`src/rtl/mem_stage_ctrl.sv`:
```
// rtl/mem_stage_ctrl.sv - memory-stage controller between EX/MEM and MEM/WB
//
// Purpose: issues one data-memory request per load/store from the EX/MEM
// register, stalls upstream until MEM_ACK or timeout, checks word alignment
// and registers the writeback-side results.
//
// Ports:
//   clk, rst                          clock, async active-high reset
//   MEMWRITE_IN, MEMTOREG_IN,
//   REGWRITE_IN, RESULTOP_IN,
//   WRDATA_IN, ARD_IN                 EX/MEM register outputs
//   MEM_REQ, MEM_WE, MEM_ADDR,
//   MEM_WDATA                         registered memory request
//   MEM_RDATA, MEM_ACK                memory response
//   STALL                             combinational upstream hold
//   MEMTOREG_OUT, REGWRITE_OUT,
//   RESULTOP_OUT, RDDATA_OUT, ARD_OUT registered MEM/WB results
//   MISALIGN_OUT, TIMEOUT_OUT         one-cycle fault flags

module mem_stage_ctrl #(
  parameter int WIDTH   = 32,
  parameter int TIMEOUT = 16
) (
  input  logic             clk,
  input  logic             rst,
  input  logic             MEMWRITE_IN,
  input  logic             MEMTOREG_IN,
  input  logic             REGWRITE_IN,
  input  logic [WIDTH-1:0] RESULTOP_IN,
  input  logic [WIDTH-1:0] WRDATA_IN,
  input  logic [4:0]       ARD_IN,
  output logic             MEM_REQ,
  output logic             MEM_WE,
  output logic [WIDTH-1:0] MEM_ADDR,
  output logic [WIDTH-1:0] MEM_WDATA,
  input  logic [WIDTH-1:0] MEM_RDATA,
  input  logic             MEM_ACK,
  output logic             STALL,
  output logic             MEMTOREG_OUT,
  output logic             REGWRITE_OUT,
  output logic [WIDTH-1:0] RESULTOP_OUT,
  output logic [WIDTH-1:0] RDDATA_OUT,
  output logic [4:0]       ARD_OUT,
  output logic             MISALIGN_OUT,
  output logic             TIMEOUT_OUT
);

  localparam int CW = $clog2(TIMEOUT + 1);
  localparam logic [CW-1:0] CNT_LAST = CW'(TIMEOUT - 1);

  typedef enum logic {IDLE, ACCESS} state_t;

  state_t           state, state_nx;
  logic [CW-1:0]    cnt, cnt_nx;
  logic             req_nx, we_nx, memtoreg_nx, regwrite_nx, mis_nx, tmo_nx;
  logic [WIDTH-1:0] addr_nx, wdata_nx, resultop_nx, rddata_nx;
  logic [4:0]       ard_nx;

  logic need_access, aligned, at_limit, finishing;

  assign need_access = MEMWRITE_IN | MEMTOREG_IN;
  assign aligned     = (RESULTOP_IN[1:0] == 2'b00);
  assign at_limit    = (cnt == CNT_LAST);
  // The last ACCESS cycle (ack or abort) releases the pipeline so the
  // completing instruction's results load on the same edge.
  assign finishing   = (state == ACCESS) & (MEM_ACK | at_limit);
  // Gated by rst so an abandoned access never holds the pipeline in reset.
  assign STALL       = ~rst & need_access & aligned & ~finishing;

  always_comb begin
    state_nx    = state;
    cnt_nx      = cnt;
    req_nx      = MEM_REQ;
    we_nx       = MEM_WE;
    addr_nx     = MEM_ADDR;
    wdata_nx    = MEM_WDATA;
    // Writeback bubble unless a branch below commits the instruction.
    memtoreg_nx = 1'b0;
    regwrite_nx = 1'b0;
    resultop_nx = RESULTOP_IN;
    ard_nx      = ARD_IN;
    rddata_nx   = '0;
    mis_nx      = 1'b0;
    tmo_nx      = 1'b0;

    case (state)
      IDLE: begin
        if (!need_access) begin
          memtoreg_nx = MEMTOREG_IN;
          regwrite_nx = REGWRITE_IN;
        end else if (!aligned) begin
          mis_nx = 1'b1;
        end else begin
          addr_nx  = RESULTOP_IN;
          we_nx    = MEMWRITE_IN;
          wdata_nx = WRDATA_IN;
          req_nx   = 1'b1;
          cnt_nx   = '0;
          state_nx = ACCESS;
        end
      end
      ACCESS: begin
        if (MEM_ACK) begin
          req_nx      = 1'b0;
          state_nx    = IDLE;
          memtoreg_nx = MEMTOREG_IN;
          regwrite_nx = REGWRITE_IN;
          rddata_nx   = MEMTOREG_IN ? MEM_RDATA : '0;
        end else if (at_limit) begin
          req_nx   = 1'b0;
          state_nx = IDLE;
          tmo_nx   = 1'b1;
        end else begin
          cnt_nx = cnt + CW'(1);
        end
      end
      default: state_nx = IDLE;
    endcase
  end

  always_ff @(posedge clk or posedge rst) begin
    if (rst) begin
      state        <= IDLE;
      cnt          <= '0;
      MEM_REQ      <= 1'b0;
      MEM_WE       <= 1'b0;
      MEM_ADDR     <= '0;
      MEM_WDATA    <= '0;
      MEMTOREG_OUT <= 1'b0;
      REGWRITE_OUT <= 1'b0;
      RESULTOP_OUT <= '0;
      RDDATA_OUT   <= '0;
      ARD_OUT      <= '0;
      MISALIGN_OUT <= 1'b0;
      TIMEOUT_OUT  <= 1'b0;
    end else begin
      state        <= state_nx;
      cnt          <= cnt_nx;
      MEM_REQ      <= req_nx;
      MEM_WE       <= we_nx;
      MEM_ADDR     <= addr_nx;
      MEM_WDATA    <= wdata_nx;
      MEMTOREG_OUT <= memtoreg_nx;
      REGWRITE_OUT <= regwrite_nx;
      RESULTOP_OUT <= resultop_nx;
      RDDATA_OUT   <= rddata_nx;
      ARD_OUT      <= ard_nx;
      MISALIGN_OUT <= mis_nx;
      TIMEOUT_OUT  <= tmo_nx;
    end
  end

endmodule

```
`config.mk`:
```
export PLATFORM = sky130hd
export DESIGN_NAME = mem_stage_ctrl
export DESIGN_NICKNAME = d
export VERILOG_FILES = /design/src/rtl/mem_stage_ctrl.sv
export SDC_FILE = /design/constraint.sdc
export NUM_CORES = 1
export LEC_CHECK = 0
export BUFFER_PORTS_ARGS = -buffer_cell sky130_fd_sc_hd__buf_2
export CORE_MARGIN = 2
export CORE_UTILIZATION = 25
export DETAILED_ROUTE_END_ITERATION = 8
export MAX_ROUTING_LAYER = met4
export PLACE_DENSITY = 0.56
export SLEW_MARGIN = 20
export SYNTH_ARGS = -nofsm -noshare
export SYNTH_HDL_FRONTEND = slang
export SYNTH_SLANG_ARGS = --single-unit
```
`constraint.sdc`:
```
create_clock -name clk -period 5.8 [get_ports clk]
set_input_delay 0.87 -clock clk [delete_from_list [all_inputs] [get_ports clk]]
set_output_delay 0.87 -clock clk [all_outputs]
set_load 0.05 [all_outputs]
```
==> out/results.tsv, run 1 <==
stage	metric	value	unit
cts	clock root buffer	clkbuf_16	
placed_design	DP Worst Slack	3.06	ns
grt	first-pass GRT wire length	17300	um
critical_path	Crit Path Max Fanout	4	
floorplan	Die Area	0.0206	mm^2
floorplan	CORE AREA	0.0193	mm^2
cts	H-tree Lvls	4	
synth	sequential area share after synthesis	74.5	%
finish	P&R area growth vs syn	43.8	%
critical_path	r2r startpoint	cnt[0]	
grt	vias in the first global route	3508	
timing	Final WS setup	2.87	ns
cts	CTS Buf Count	17	
detailed_routing	vias per cell	3.98	
timing	Layout Skew	0.00786	ns
synth	synth warn	0	
status	status	complete, no violations	
synth	area fraction of the dominant cell type after synthesis	74.5	%
cts	Worst-Skew Late Latency	0.41	ns
critical_path	R2R Path End	cnt[3]	
timing	Slew Viols, Final	0	
finish	share of layout cells above drive strength 1	60.8	%
floorplan	Initial Util	25.3	%
cts	PostCTS Resize Cnt	0	
timing	final hold vios	0	
floorplan	die width	144	um
synth	EDFF count, synth	0	
floorplan	I/O pin cnt	247	
hold_path	min-delay worst type	flop to flop	
critical_path	CP Launch Point	cnt[0]	
timing	Setup Viol. Count Final	0	
finish	FILL cells	1948	
synth	Post-Synth Simple-Gate Area	7.29	%
timing	Final min period	2.93	ns
floorplan	die height	144	um
floorplan	# rows	51	
synth	ys flop type	dfrtp_1	
timing	Tightest Pin Transition	0.893	ns
critical_path	crit path DAT	2.06	ns
detailed_routing	Iteration-0 DRC Markers	88	
critical_path	r2r setup slk	3.55	ns
critical_path	Setup crit start kind	flop	
detailed_routing	DRT Pass-1 Iters	5	
synth	most common cell in the netlist	dfrtp_1	
placed_design	Port Buf Inserts	246	
cts	Clock Pin Slew Worst Setup and Hold Paths	0.06	ns
detailed_routing	via count	3312	
timing	Max-slew headroom	40.5	%
pwr	pwr/cell area	450	mW/mm^2
grt	initial antenna violation count	0	
critical_path	Crit Path Category	flop to output pin	
detailed_routing	drt drc	0	
synth	area leader, netlist	dfrtp_1	
synth	post-synthesis instance area	0.00487	mm^2
pwr	Max VDD drop	0.190	mV
grt	GRT Total Usage	11.2	%
finish	multi-input combinational cell area	0.00117	mm^2
grt	largest net degree at the start of global routing	96	
grt	global route overflow	0	
detailed_routing	routed length per instance	13.3	um
synth	Synth Area in Adders	0.770	%
finish	n_diodes	0	
detailed_routing	post-route ant nets	0	
pwr	total chip power	3.15	mW
critical_path	Worst Setup EP	STALL	
timing	RSZ-0062 raised after global routing	false	
critical_path	R2R depth	7	
synth	cells after synthesis	298	
pwr	leak pwr	3.56	nW
timing	Fmax	0.342	GHz
cts	Longest Clk Path Bufs	2	
synth	fraction of registers with async set or reset after synthesis	100	%
cts	CTS Hold Bufs	0	
timing	TNS Setup	0	ns
synth	FF+latch count, synth	145	
synth	Synth area leaders	dfrtp_1 74%, mux2_2 15%, and2_1 4.1%	
synth	synth unique cells	28	
cts	TritonCTS clock tree	built	
placed_design	hpwl dp	8110	um
timing	hold_ws	0.488	ns
placed_design	Final Wtd Congestion	0.692	
synth	Post-Syn Nets	408	
detailed_routing	WL final	11100	um
timing	period utilization	50.5	%
finish	# nets final	664	
synth	Synth Area in Compound Gates	1.39	%
critical_path	critical path endpoint category	output pin	
synth	main combinational cell family by area after synthesis	multiplexers	
critical_path	Critical Path RT	4.93	ns
synth	Mean Syn Cell Area	16.3	um^2
flow_run	max cap viols	0	
synth	xor and xnor area share after synthesis	0	%
synth	Commonest cells post-synth	145 x dfrtp_1, 63 x mux2_2, 32 x and2_1	
cts	CTS sink cnt	145	
cts	Setup Fix Bufs, Post-CTS	0	
synth	mux share of post-synthesis cell area	14.6	%
finish	FF+latch area	0.00363	mm^2
## worst min path at each step
| stage | startpoint | endpoint | slack, ns | depth (start not counted) |
|---|---|---|---|---|
| floorplan | cnt[4] | cnt[4] | 0.45 | 2 |
| finish | cnt[4] | cnt[4] | 0.49 | 2 |
| CTS | cnt[4] | cnt[4] | 0.50 | 2 |
| global route | MEM_ADDR[4] | MEM_ADDR[4] | 0.51 | 1 |
| detailed placement | cnt[4] | cnt[4] | 0.48 | 2 |
| global placement | MEM_ADDR[0] | MEM_ADDR[0] | 0.48 | 1 |
## registers in the layout, indices dropped and copies added, names as in the netlist, 5 cells and up
signal	flops
ARD_OUT	5
MEM_WDATA	32
cnt	5
MEM_ADDR	32
RESULTOP_OUT	32
RDDATA_OUT	32
## cells in the final DEF, fill, tap and decap left out, drive strengths merged
cell type / count
buf: 248
dfrtp: 145
mux2: 63
and2: 32
clkbuf: 20
inv: 7
nor2: 6
clkinv: 6
nand2: 5
a21oi: 3
nor2b: 3
nand2b: 3
nand3: 3
ha: 3
bufinv: 3
and3: 2
nor3: 2
or2: 1
nor4: 1
o21bai: 1
nor3b: 1
or3: 1
a221o: 1
o31ai: 1
o41ai: 1
o21ai: 1
a211oi: 1
o22ai: 1
or4: 1
clkinvlp: 1
## through the flow
stage                     instances  cell area (um^2)  utilization (%)
after detailed placement        800              6400             33.2
after global routing            832              7010             36.4
final                           832              7010             36.4
after floorplan                 298              4870                -
after global placement          800              6400             33.2
after CTS                       832              7010             36.4
## area by class of cell
class                   instances  share of cell area, %
multi-input cells             137                   16.8
well taps                     265                   4.73
repair buffers                248                   17.8
clock inverters                12                   2.23
clock buffers                  20                   6.37
flip-flops and latches        145                   51.8
inverters                       5                  0.339
## metal layers
layer | track usage [%] | wire, um
met2 | 18.1 | 5500
met4 | 4.18 | 187
met3 | 4.50 | 946
met1 | 12.6 | 4450
met5 | - | 0
## cells by family after synthesis
group,Yosys count
AOI/OAI and AO/OA,10
adders and majority gates,3
buffers and inverters,16
DFF,145
muxes,63
and+or+nand+nor,61
## power by group
| part | switching (mW) | leakage (nW) | internal (mW) |
|---|---|---|---|
| logic | 0.608 | 1.48 | 0.211 |
| registers | 0.0653 | 1.79 | 1.15 |
| clock network | 0.427 | 0.295 | 0.691 |
| total | 1.10 | 3.56 | 2.05 |
## worst max-delay path, stage by stage (launching register included)
cell,delay [ns]
dfrtp_1,0.41
ha_1,0.22
and3_1,0.20
ha_1,0.20
nor2_1,0.09
nor2_1,0.07
nor4_1,0.16
buf_2,0.30
Note: power is estimated with default switching activity, not from simulation.
==> run 2, diff against run 1 <==
--- a/config.mk
+++ b/config.mk
@@ -5,12 +5,13 @@
 export SDC_FILE = /design/constraint.sdc
 export NUM_CORES = 1
 export LEC_CHECK = 0
+export ABC_AREA = 1
 export BUFFER_PORTS_ARGS = -buffer_cell sky130_fd_sc_hd__buf_2
 export CORE_MARGIN = 2
 export CORE_UTILIZATION = 25
 export DETAILED_ROUTE_END_ITERATION = 8
 export MAX_ROUTING_LAYER = met4
-export PLACE_DENSITY = 0.56
+export PLACE_DENSITY = 0.57
 export SLEW_MARGIN = 20
 export SYNTH_ARGS = -nofsm -noshare
 export SYNTH_HDL_FRONTEND = slang
==> constraint.sdc (replaced) <==
create_clock -name clk -period 2.6 [get_ports clk]
set_input_delay 0.39 -clock clk [delete_from_list [all_inputs] [get_ports clk]]
set_output_delay 0.39 -clock clk [all_outputs]
set_load 0.05 [all_outputs]
==> run 2 against run 1 <==
Critical path depth increased by 1; first-iteration DRC count increased by 74%; flip-flop and latch count unchanged; worst setup slack got worse by 2.6 ns; area after synthesis increased by 9.7%; sequential power increased by 140%; clock skew decreased by 0.00074 ns; via count increased by 17%; design area increased by 5.9%; non-clock buffer count increased by 4; critical path type unchanged; core utilization decreased by 1.1 points.
==> out/results.tsv, run 2 <==
stage	metric	value	unit
status	status	complete, no violations	
synth	most common cell in the netlist	dfrtp_1	
synth	EDFF count, synth	0	
detailed_routing	routed length per instance	12.2	um
timing	Layout Skew	0.00712	ns
placed_design	hpwl dp	9170	um
cts	PostCTS Resize Cnt	0	
pwr	Max VDD drop	0.399	mV
critical_path	Setup crit start kind	flop	
synth	Mean Syn Cell Area	11.2	um^2
synth	synth warn	0	
critical_path	Crit Path Max Fanout	5	
timing	TNS Setup	0	ns
placed_design	Port Buf Inserts	246	
synth	area leader, netlist	dfrtp_1	
timing	Fmax	0.424	GHz
timing	final hold vios	0	
timing	RSZ-0062 raised after global routing	false	
detailed_routing	WL final	12400	um
flow_run	max cap viols	0	
critical_path	critical path endpoint category	output pin	
timing	period utilization	90.7	%
cts	Longest Clk Path Bufs	2	
grt	largest net degree at the start of global routing	85	
pwr	leak pwr	4.29	nW
timing	Final min period	2.36	ns
timing	Tightest Pin Transition	0.628	ns
synth	Commonest cells post-synth	145 x dfrtp_1, 105 x inv_1, 89 x nand2_1	
timing	Setup Viol. Count Final	0	
cts	TritonCTS clock tree	built	
detailed_routing	DRT Pass-1 Iters	4	
floorplan	Die Area	0.0226	mm^2
finish	most frequent cells in the layout	246 x buf_2, 145 x dfrtp_1, 104 x inv_1	
floorplan	I/O pin cnt	247	
placed_design	DP Worst Slack	0.678	ns
finish	n_diodes	0	
pwr	pwr/cell area	1130	mW/mm^2
synth	fraction of registers with async set or reset after synthesis	100	%
detailed_routing	Iteration-0 DRC Markers	153	
synth	area fraction of the dominant cell type after synthesis	67.9	%
critical_path	crit path DAT	1.97	ns
synth	post-synthesis instance area	0.00535	mm^2
finish	FILL cells	2154	
timing	Max-slew headroom	58.0	%
finish	share of layout cells above drive strength 1	46.5	%
critical_path	Crit Path Category	flop to output pin	
synth	FF+latch count, synth	145	
timing	Slew Viols, Final	0	
synth	sequential area share after synthesis	67.9	%
detailed_routing	via count	3887	
critical_path	CP delay by family, top	simple AND/OR/NAND/NOR gates	
floorplan	die height	150	um
placed_design	placed cells	988	
critical_path	Critical Path, Cell by Cell	ha_1 > nand2_1 > nor2_1 > ha_1 > nor2_1 > nor2_1 > nor3_1 > buf_2	
critical_path	Critical path buffers and inverters	1	
critical_path	r2r setup slk	0.90	ns
grt	global route overflow	0	
cts	clock root buffer	clkbuf_16	
floorplan	# rows	53	
detailed_routing	post-route ant nets	0	
floorplan	Initial Util	25.4	%
synth	Post-Syn Nets	588	
grt	initial antenna violation count	0	
cts	CTS Hold Bufs	0	
grt	vias in the first global route	3897	
cts	Clock Pin Slew Worst Setup and Hold Paths	0.06	ns
cts	Worst-Skew Late Latency	0.41	ns
hold_path	min-delay worst type	input pin to asynchronous set/reset pin	
placed_design	Final Wtd Congestion	0.737	
cts	Setup Fix Bufs, Post-CTS	0	
synth	cells after synthesis	478	
cts	CTS sink cnt	145	
grt	first-pass GRT wire length	19400	um
synth	ys flop type	dfrtp_1	
detailed_routing	drt drc	0	
cts	CTS Buf Count	17	
finish	P&R area growth vs syn	38.8	%
cts	H-tree Lvls	4	
grt	GRT Total Usage	11.6	%
detailed_routing	vias per cell	3.82	
timing	Final WS setup	0.241	ns
critical_path	Crit-path slowest cell	dfrtp_1	
finish	# nets final	842	
floorplan	CORE AREA	0.0210	mm^2
critical_path	Critical Path RT	2.21	ns
critical_path	max incr delay on CP	0.42	ns
synth	synth unique cells	20	
pwr	total chip power	8.35	mW
critical_path	Worst path most repeated cell	nor2_1	
finish	commonest non-fill, non-tap cell in the layout	buf_2	
floorplan	die width	150	um
synth	Synth area leaders	dfrtp_1 68%, o21ai_2 8.7%, inv_1 7.4%	
finish	Post-Layout Cell Count	1017	
## run 2: routing by layer
| metal | routed length, um | global-route usage (%) |
|---|---|---|
| met3 | 1010 | 4.55 |
| met2 | 5990 | 18.2 |
| met4 | 102 | 3.96 |
| met5 | 0 | - |
| met1 | 5270 | 13.6 |
## run 2: layout make-up
cell class	instances	area, um^2	share of cell area [%]
Multi-Input combinational cell	209	1140	15.3
Tap cell	275	344	4.64
Clock inverter	9	109	1.47
Clock buffer	20	467	6.29
Inverter	107	405	5.46
Timing Repair Buffer	252	1330	17.9
Sequential cell	145	3630	48.9
## run 2: cells by family after synthesis
family	synth area share [%]
flip-flops	67.9
AND/OR/NAND/NOR	10.3
buffers and inverters	11.0
AO/OA/AOI/OAI	10.1
adder cells (fa/ha/maj)	0.702
## run 2: stage by stage
| stage | instance area [um^2] | util (%) | hold WS [ns] |
|---|---|---|---|
| floorplan | 5350 | - | 0.421 |
| global placement | 6840 | 32.6 | 0.447 |
| detailed placement | 6840 | 32.6 | 0.447 |
| CTS | 7420 | 35.3 | 0.0602 |
| global route | 7420 | 35.3 | 0.0492 |
| finish | 7420 | 35.3 | 0.0743 |
## run 2: worst paths after layout
check,from,to,cells past startpoint
worst min register to register,MEM_ADDR[0],MEM_ADDR[0],2
worst max-delay path,cnt[0],STALL,8
worst max register to register,cnt[0],cnt[2],8
max in group asynchronous,rst,RESULTOP_OUT[17],3
worst min-delay path,rst,ARD_OUT[1],2
min in group clk,ARD_IN[1],ARD_OUT[1],1
## run 2: where the power goes
group	switching, mW	internal [mW]
clock network	0.920	1.47
registers	0.229	2.73
logic	2.33	0.671
